**config.mk**
```make
export PLATFORM = sky130hd
export DESIGN_NAME = bus_hs_arbiter
export DESIGN_NICKNAME = d
export VERILOG_FILES = /design/src/rtl/bus_hs_pkg.sv /design/src/rtl/bus_hs_arbiter_rr_pick.sv /design/src/rtl/bus_hs_arbiter.sv
export SDC_FILE = /design/constraint.sdc
export NUM_CORES = 1
export LEC_CHECK = 0
export CAP_MARGIN = 20
export CORE_UTILIZATION = 43
export CTS_BUF_LIST = sky130_fd_sc_hd__clkbuf_8 sky130_fd_sc_hd__clkbuf_16
export DETAILED_ROUTE_END_ITERATION = 16
export PLACE_DENSITY = 0.89
export SLEW_MARGIN = 20
export SYNTH_ARGS = -nofsm -noshare
export SYNTH_HDL_FRONTEND = slang
export SYNTH_SLANG_ARGS = --single-unit
```
**constraint.sdc**
```tcl
create_clock -name sys_clk -period 1.7 [get_ports sys_clk]
set_input_delay 0.425 -clock sys_clk [delete_from_list [all_inputs] [get_ports sys_clk]]
set_output_delay 0.425 -clock sys_clk [all_outputs]
set_load 0.02 [all_outputs]
```
**src/rtl/bus_hs_pkg.sv**
```systemverilog
// Shared definitions for the bus-handshake design: arbiter FSM states and the
// default payload width used by the master, slave and arbiter blocks.
package bus_hs_pkg;

  // Arbiter FSM: waiting for requests, or holding a grant until its beat completes.
  typedef enum logic {
    StIdle = 1'b0,
    StBusy = 1'b1
  } arb_state_e;

  // Default payload width shared by all bus-handshake blocks.
  localparam int unsigned DefaultDataW = 3;

endpackage

```
**src/rtl/bus_hs_arbiter_rr_pick.sv**
```systemverilog
// Combinational round-robin picker: returns the first set request found when
// searching upward from ptr, wrapping modulo N.
module rr_pick #(
  parameter int unsigned N    = 2,
  parameter int unsigned IdxW = (N > 1) ? $clog2(N) : 1
) (
  input  logic [N-1:0]    req,
  input  logic [IdxW-1:0] ptr,
  output logic [N-1:0]    gnt,
  output logic [IdxW-1:0] idx,
  output logic            any
);

  // Scan N positions starting at ptr; the first hit wins.
  always_comb begin
    int unsigned pos;
    logic [IdxW-1:0] pos_w;
    gnt   = '0;
    idx   = '0;
    any   = 1'b0;
    pos   = 0;
    pos_w = '0;
    for (int unsigned k = 0; k < N; k++) begin
      pos   = (32'(ptr) + k) % N;
      pos_w = IdxW'(pos);
      if (!any && req[pos_w]) begin
        any        = 1'b1;
        gnt[pos_w] = 1'b1;
        idx        = pos_w;
      end
    end
  end

endmodule

```
**src/rtl/bus_hs_arbiter.sv**
```systemverilog
// Round-robin arbiter sharing one valid/ready slave between N valid/ready
// masters. One grant at a time, held until its beat transfers; flags a granted
// master that drops valid or changes data before its beat is accepted.
module bus_hs_arbiter
  import bus_hs_pkg::*;
#(
  parameter int unsigned N      = 2,
  parameter int unsigned DATA_W = DefaultDataW
) (
  input  logic                sys_clk,
  input  logic                sys_rst,
  input  logic [N-1:0]        req_valid,
  input  logic [N*DATA_W-1:0] req_data,
  output logic [N-1:0]        req_ready,
  output logic                out_valid,
  output logic [DATA_W-1:0]   out_data,
  input  logic                out_ready,
  output logic [N-1:0]        grant,
  output logic                busy,
  output logic                err
);

  localparam int unsigned IdxW = (N > 1) ? $clog2(N) : 1;

  arb_state_e        state_q, state_d;
  logic [N-1:0]      grant_q, grant_d;
  logic [IdxW-1:0]   gidx_q, gidx_d;
  logic [IdxW-1:0]   ptr_q, ptr_d;
  logic [DATA_W-1:0] hold_data_q, hold_data_d;
  logic              err_q, err_d;

  logic [N-1:0]      pick_gnt;
  logic [IdxW-1:0]   pick_idx;
  logic              pick_any;
  logic [DATA_W-1:0] pick_data;

  logic              g_valid;
  logic [DATA_W-1:0] g_data;
  logic              xfer;
  logic              valid_drop;
  logic              data_change;
  logic [IdxW-1:0]   ptr_after;

  rr_pick #(
    .N    (N),
    .IdxW (IdxW)
  ) u_rr_pick (
    .req (req_valid),
    .ptr (ptr_q),
    .gnt (pick_gnt),
    .idx (pick_idx),
    .any (pick_any)
  );

  // Select the granted requester's valid/data; grant is zero in IDLE, so both read as 0 there.
  always_comb begin
    g_valid = 1'b0;
    g_data  = '0;
    for (int unsigned i = 0; i < N; i++) begin
      if (grant_q[i]) begin
        g_valid = req_valid[i];
        g_data  = req_data[i*DATA_W +: DATA_W];
      end
    end
  end

  // Payload of the requester the picker would grant this cycle.
  always_comb begin
    pick_data = '0;
    for (int unsigned i = 0; i < N; i++) begin
      if (pick_gnt[i]) begin
        pick_data = req_data[i*DATA_W +: DATA_W];
      end
    end
  end

  // Downstream mux and ready fan-back, combinational through the registered grant.
  always_comb begin
    busy      = (state_q == StBusy);
    grant     = grant_q;
    err       = err_q;
    out_valid = busy & g_valid;
    out_data  = busy ? g_data : '0;
    req_ready = grant_q & {N{out_ready}};
  end

  // Handshake events and the priority pointer used after the current grant ends.
  always_comb begin
    xfer        = out_valid & out_ready;
    valid_drop  = busy & ~g_valid;
    data_change = busy & g_valid & (g_data != hold_data_q);
    ptr_after   = (gidx_q == IdxW'(N - 1)) ? '0 : gidx_q + 1'b1;
  end

  // FSM next state: arbitrate in IDLE, hold grant in BUSY until transfer or abort.
  always_comb begin
    state_d     = state_q;
    grant_d     = grant_q;
    gidx_d      = gidx_q;
    ptr_d       = ptr_q;
    hold_data_d = hold_data_q;
    err_d       = err_q;
    unique case (state_q)
      StIdle: begin
        if (pick_any) begin
          state_d     = StBusy;
          grant_d     = pick_gnt;
          gidx_d      = pick_idx;
          hold_data_d = pick_data;
        end
      end
      StBusy: begin
        // A data change keeps the grant; the new payload becomes the reference.
        if (data_change) begin
          err_d       = 1'b1;
          hold_data_d = g_data;
        end
        if (valid_drop) begin
          err_d = 1'b1;
        end
        if (xfer || valid_drop) begin
          state_d = StIdle;
          grant_d = '0;
          ptr_d   = ptr_after;
        end
      end
      default: begin
        state_d = StIdle;
        grant_d = '0;
      end
    endcase
  end

  // State registers with synchronous active-high reset.
  always_ff @(posedge sys_clk) begin
    if (sys_rst) begin
      state_q     <= StIdle;
      grant_q     <= '0;
      gidx_q      <= '0;
      ptr_q       <= '0;
      hold_data_q <= '0;
      err_q       <= 1'b0;
    end else begin
      state_q     <= state_d;
      grant_q     <= grant_d;
      gidx_q      <= gidx_d;
      ptr_q       <= ptr_d;
      hold_data_q <= hold_data_d;
      err_q       <= err_d;
    end
  end

endmodule
```
======== Word-level counts from Yosys, hierarchy flattened ========
Index checks and enable logic that the tools add are counted.
word-level totals
  register bits ........................... 9
  logic and storage cells ................. 68
  input bits .............................. 11
operators by class
  add/sub/neg operators ................... 2
  reduce and logical (&&, ||, !) cells .... 11
  equality and inequality tests ........... 4
  $lt $le $gt $ge ......................... 4
  mux-type cells .......................... 33
  bitwise gates (word level) .............. 8
operators by type and width
  cell                                                                  number
  3-bit 2-to-1 mux                                                      7
  1-bit 2-to-1 mux                                                      17
  2-bit AND reduction                                                   5
  2-bit 2-to-1 mux                                                      4
  3-bit case mux with 2 select lines                                    1
  1-bit bitwise AND                                                     4
  1-bit by 2-bit < comparator with 1-bit output, second input constant  2
  2-bit by 1-bit != test with 1-bit output, second input constant       2
  2-bit case mux with 2 select lines                                    1
  1-bit logical AND                                                     3
  3-bit != test                                                         1
  1-bit adder, second input constant                                    2
  2-bit bitwise AND                                                     1
  1-bit demux with 1-bit select                                         2
  1-bit greater-or-equal comparator, second input constant              2
  2-bit != test, second input constant                                  1
  1-bit inverter                                                        2
  2-bit bitwise OR                                                      1
  1-bit case mux with 2 select lines                                    1
  2-bit nonzero test                                                    1
  1-bit zero test                                                       1
  1-bit logical OR                                                      1

======== Depth between registers and ports, before layout ========
  word-level depth ........................ 11
  mapped depth ............................ 6
  depth with buffers taken out ............ 5

======== Hierarchy ========
A second synthesis with hierarchy kept.
second synthesis, totals
  cell total of the unflattened synthesis .. 75
  area, all modules ....................... 596.8 µm²
by module, submodules not included
  module          instances  area each (µm²)  cells an instance  sequential area each (µm²)
  bus_hs_arbiter  1          564.3            70                 180.2
  rr_pick         1          32.5             5                  0.0

======== Worst setup path after synthesis ========
OpenSTA, ideal clock, no wires.
  path kind ............................... register to register
  start ................................... register grant_q[1] (netlist: grant[1])
  end ..................................... register hold_data_q[0]
  path slack .............................. 0.125 ns
  buffers on the path ..................... 1
  library setup time ...................... 0.072 ns
  arrival time ............................ 1.503 ns
  period minus slack after synthesis ...... 1.575 ns
  required time ........................... 1.628 ns
  cell stages (with the launch flop) ...... 7
  cells stage by stage .................... dfxtp_1 -> buf_6 -> and3b_1 -> a21oi_2 -> nor2_1 -> a21oi_2 -> mux2i_1
between the ends
  cells in the longest elaborated chain, start to end .. 5
  elaborated cells on any way between the ends .. 9
RTL lines
  what                                                line                   source
  start: declaration                                  bus_hs_arbiter.sv:26   logic [N-1:0] grant_q, grant_d;
  start signal: assignment                            bus_hs_arbiter.sv:145  grant_q <= grant_d;
  1-bit 2-to-1 mux                                    bus_hs_arbiter.sv:60   if (grant_q[i]) begin
  1-bit bitwise AND                                   --
  net out_valid                                       bus_hs_arbiter.sv:15   output logic out_valid,
  1-bit bitwise AND                                   bus_hs_arbiter.sv:91   data_change = busy & g_valid & (g_data != hold_data_q);
  2-bit by 1-bit != test with 1-bit output (no line)  --
  2-bit AND reduction (no line)                       --
  end signal: assignment                              bus_hs_arbiter.sv:148  hold_data_q <= hold_data_d;
  end: declaration                                    bus_hs_arbiter.sv:29   logic [DATA_W-1:0] hold_data_q, hold_data_d;
The timed path passes the listed nets, and every way through them passes these cells. The select of a mux whose other input is x is not followed.
A chain may end at the register's enable or synchronous reset.

======== Worst setup path in the final report ========
  start ................................... register grant_q[1] (netlist: grant[1])
  end ..................................... output out_valid
between the ends
  cells in the longest elaborated chain, start to end .. 2
RTL lines
  what               line                  source
  1-bit 2-to-1 mux   bus_hs_arbiter.sv:60
  1-bit bitwise AND  bus_hs_arbiter.sv:82  out_valid = busy & g_valid;
  end: declaration   bus_hs_arbiter.sv:15
Every way passes these cells.

==> results.txt <==
The run finished with clean final reports. The run gives 1556 um^2 as the die area. The critical path in this run is classified as register to output port.

After synthesis, flip-flops and latches occupy 29.88% of the total area. Kind of start point of the critical path: a register. For this design, the sink count on the clock tree is 9. The net count after synthesis was 90; the core footprint was 1301 um^2. The final layout contains routed wiring with a total length of 2272 um.

Dividing the synthesized area by the synthesized cell count gives 7.634 um^2. For the via count of the first global-routing pass, the log shows 737. Setup skew after layout: 0.004234 ns.

Subtracting the final worst setup slack from the clock period gives 1.684 ns. The logs give 0.6124 mV for the highest ir drop seen on vdd and 73.53% for the worst slew margin relative to its limit. The number of distinct library cell variants in the gate-level netlist after synthesis is 27, and the final worst-path setup slack is 0.01561 ns. Dividing the detail-routed via count by the number of cells gives 5.887. In the synthesized netlist the async set-or-reset flop fraction comes to 0%.

The final RePlAce weighted congestion is 0.8783, and the required time of the critical path is 1.27 ns. TritonCTS built the clock tree. The logs give 3 for the total clock buffers created by CTS and 0 for the number of synthesis warnings.

Clock-pin slew was measured on the worst setup and hold paths at 0.05 ns. The cell count after synthesis came out at 79. After legalization and detailed placement, the total HPWL measured 1455 um. For the number of top-level pins, the log shows 21. The max-slew violation count is 0.

The number of antenna violations at the first check in global routing is 0. STA puts the critical path data arrival time at 1.26 ns. In the synthesized netlist, the cells that appear most often are a21oi_1 (10), dfxtp_1 (9), nand2_1 (7), nor2_1 (7), inv_1 (6). Pin count of the biggest net entering global routing: 13.

Counting flops and latches in the post-synthesis netlist gives 9. The most common cell in the synthesized netlist is a21oi_1. The clock passes through at most 2 buffers. The post-synthesis cell area came out at 603.1 um^2.

Once detail routing completed, the nets flagged for antenna violations numbered 0. In the routed design, unresolved DRC markers number 0. In the final routed layout, each cell accounts on average for 17.08 um. Before antenna repair, the detailed router went through 5 iterations. The number of vias after detailed routing is 783, and the share of final-layout standard cells stronger than drive strength 1 is 35.59%. The x dimension of the die works out to 39.45 um. Among all flip-flop cells after synthesis, the most frequent one is dfxtp_1. The final period utilization is 99.08%. The tree is rooted in a clkbuf_8. The logs give 1 for the number of H-tree levels and 0.24 ns for the clock insertion delay at the later pin of the skew report. The synthesized design contains 0 enable-type register cells.

The run gives -0.6513 ns as the pre-CTS worst setup slack. The first global-routing pass estimated 3208 um of wire. The initial utilization of the core area, before any placement, comes to 46.35%.

The reported max-cap violation count was 0. The leading area contributor after synthesis is dfxtp_1. The run gives 0 as the count of endpoints failing hold in the final timing report. Relative to the synthesized area, the layout overhead comes to 68.05%. The worst hold path belongs to the class register to register.

In the post-synthesis netlist, the biggest area contributors are dfxtp_1 (30%), a21oi_1 (8.3%), mux2i_1 (5.0%), nand2_1 (4.4%), nor2_1 (4.4%). The tools report the element type at the critical path end as an output port. For this design the static power due to leakage is 0.4729 nW. The number of port buffers is 20. The logs give 0.5937 GHz for the maximum operating frequency and 0 for the leftover overflow at the end of global routing. In this run the core area contains 13 standard-cell rows. The top fanout value on the critical path is 9. Setup violations remaining at the end of the flow were counted as 0. Setup repair after global routing left no endpoint under its margin. The total power divided by cell area was 748.0 nW/um^2; the worst-margin pin slew was 0.3958 ns. At the end of the flow, the number of nets in the layout was 130.

The number of antenna cells inserted was 0. Measured along the y axis, the die boundary spans 39.45 um. Total track usage: 32.04%. Across all hold checks on the routed design, the worst slack comes to 0.4585 ns. For the count of hold buffers inserted by post-cts repair, the log shows 0. The count of routing violations after the opening detailed-route iteration was 56; the proportion of netlist area held by the largest area contributor was 29.88%.
[metrics by stage]
| stage | power, mW | cells | util (%) | TNS, ns | area [um^2] |
|---|---|---|---|---|---|
| floorplan | 0.3721 | 79 | - | 0 | 603.1 |
| global placement | 0.4705 | 125 | 69.90 | -4.329 | 909.6 |
| detailed placement | 0.4808 | 125 | 69.90 | -5.047 | 909.6 |
| CTS | 0.7408 | 132 | 77.12 | -0.03384 | 1003 |
| global route | 0.7760 | 133 | 77.88 | 0 | 1013 |
| finish | 0.7581 | 133 | 77.88 | 0 | 1013 |
[metal layers]
layer / track usage [%] / up-vias / share of wire (%)
met5: 0 / - / 0
met4: 21.55 / 0 / 3.9
met3: 6.250 / 13 / 8.5
met2: 55.33 / 55 / 50
met1: 34.47 / 357 / 37
li1: - / 358 / -
[final cells by class]
class / instances / area (um^2)
Sequential cell: 9 / 181.4
Clock inverter: 1 / 3.754
Fill cell: 83 / 287.8
Inverter: 6 / 22.52
Clock buffer: 3 / 41.29
Multi-Input combinational cell: 60 / 425.4
Tap cell: 15 / 18.77
Timing Repair Buffer: 39 / 320.3
[worst paths after layout]
kind,start,cells after the start,endpoint,slack (ns)
worst max register to register,grant[1],7,hold_data_q[0],0.04
worst min register to register,err,2,err,0.46
worst min-delay path,err,2,err,0.46
worst max-delay path,grant[1],4,out_valid,0.02
[cell families (layout without fill, tap and decap cells)]
| family | after synthesis | in the layout | share of synthesized area (%) |
|---|---|---|---|
| and+or+nand+nor | 31 | 31 | 27.80 |
| AOI/OAI and AO/OA | 26 | 26 | 29.46 |
| buffers and inverters | 10 | 49 | 7.883 |
| DFF | 9 | 9 | 29.88 |
| muxes | 3 | 3 | 4.979 |
[state kept, by name (all words and copies together), names as in the netlist]
register,flops
grant,2
gidx_q,1
busy,1
err,1
ptr_q,1
hold_data_q,3
[layout by cell type, fill, tap and decap left out, types with 3 or more instances in the layout]
cell,count
dlygate4sd2_1,10
o21bai_1,3
clkbuf_8,3
inv_1,7
nand2_1,4
mux2i_1,3
nand2_2,3
clkdlybuf4s50_1,3
and3_1,3
nor2_1,6
buf_4,21
a21oi_2,5
nand3b_1,3
a32oi_1,3
a21oi_1,6
dfxtp_1,8
nand2b_1,4
[what timing repair did]
item,4_1_cts,5_1_grt
resized for setup,53,1
endpoints found under the setup margin,13,5
pin swaps,5,1
buffers inserted,3,1
[critical path: stages, from the launching register on]
cell and delay, ns:
dfxtp_2 0.43, and3b_1 0.21, a21oi_2 0.15, nor2_2 0.08, buf_6 0.15
[power breakdown]
| group | switching (mW) | internal (mW) | total (mW) |
|---|---|---|---|
| sequential | 0.0164 | 0.231 | 0.247 |
| clock | 0.0933 | 0.158 | 0.251 |
| combinational | 0.139 | 0.121 | 0.259 |
| total | 0.248 | 0.510 | 0.758 |
No activity file was read; power rests on OpenSTA's default activity.
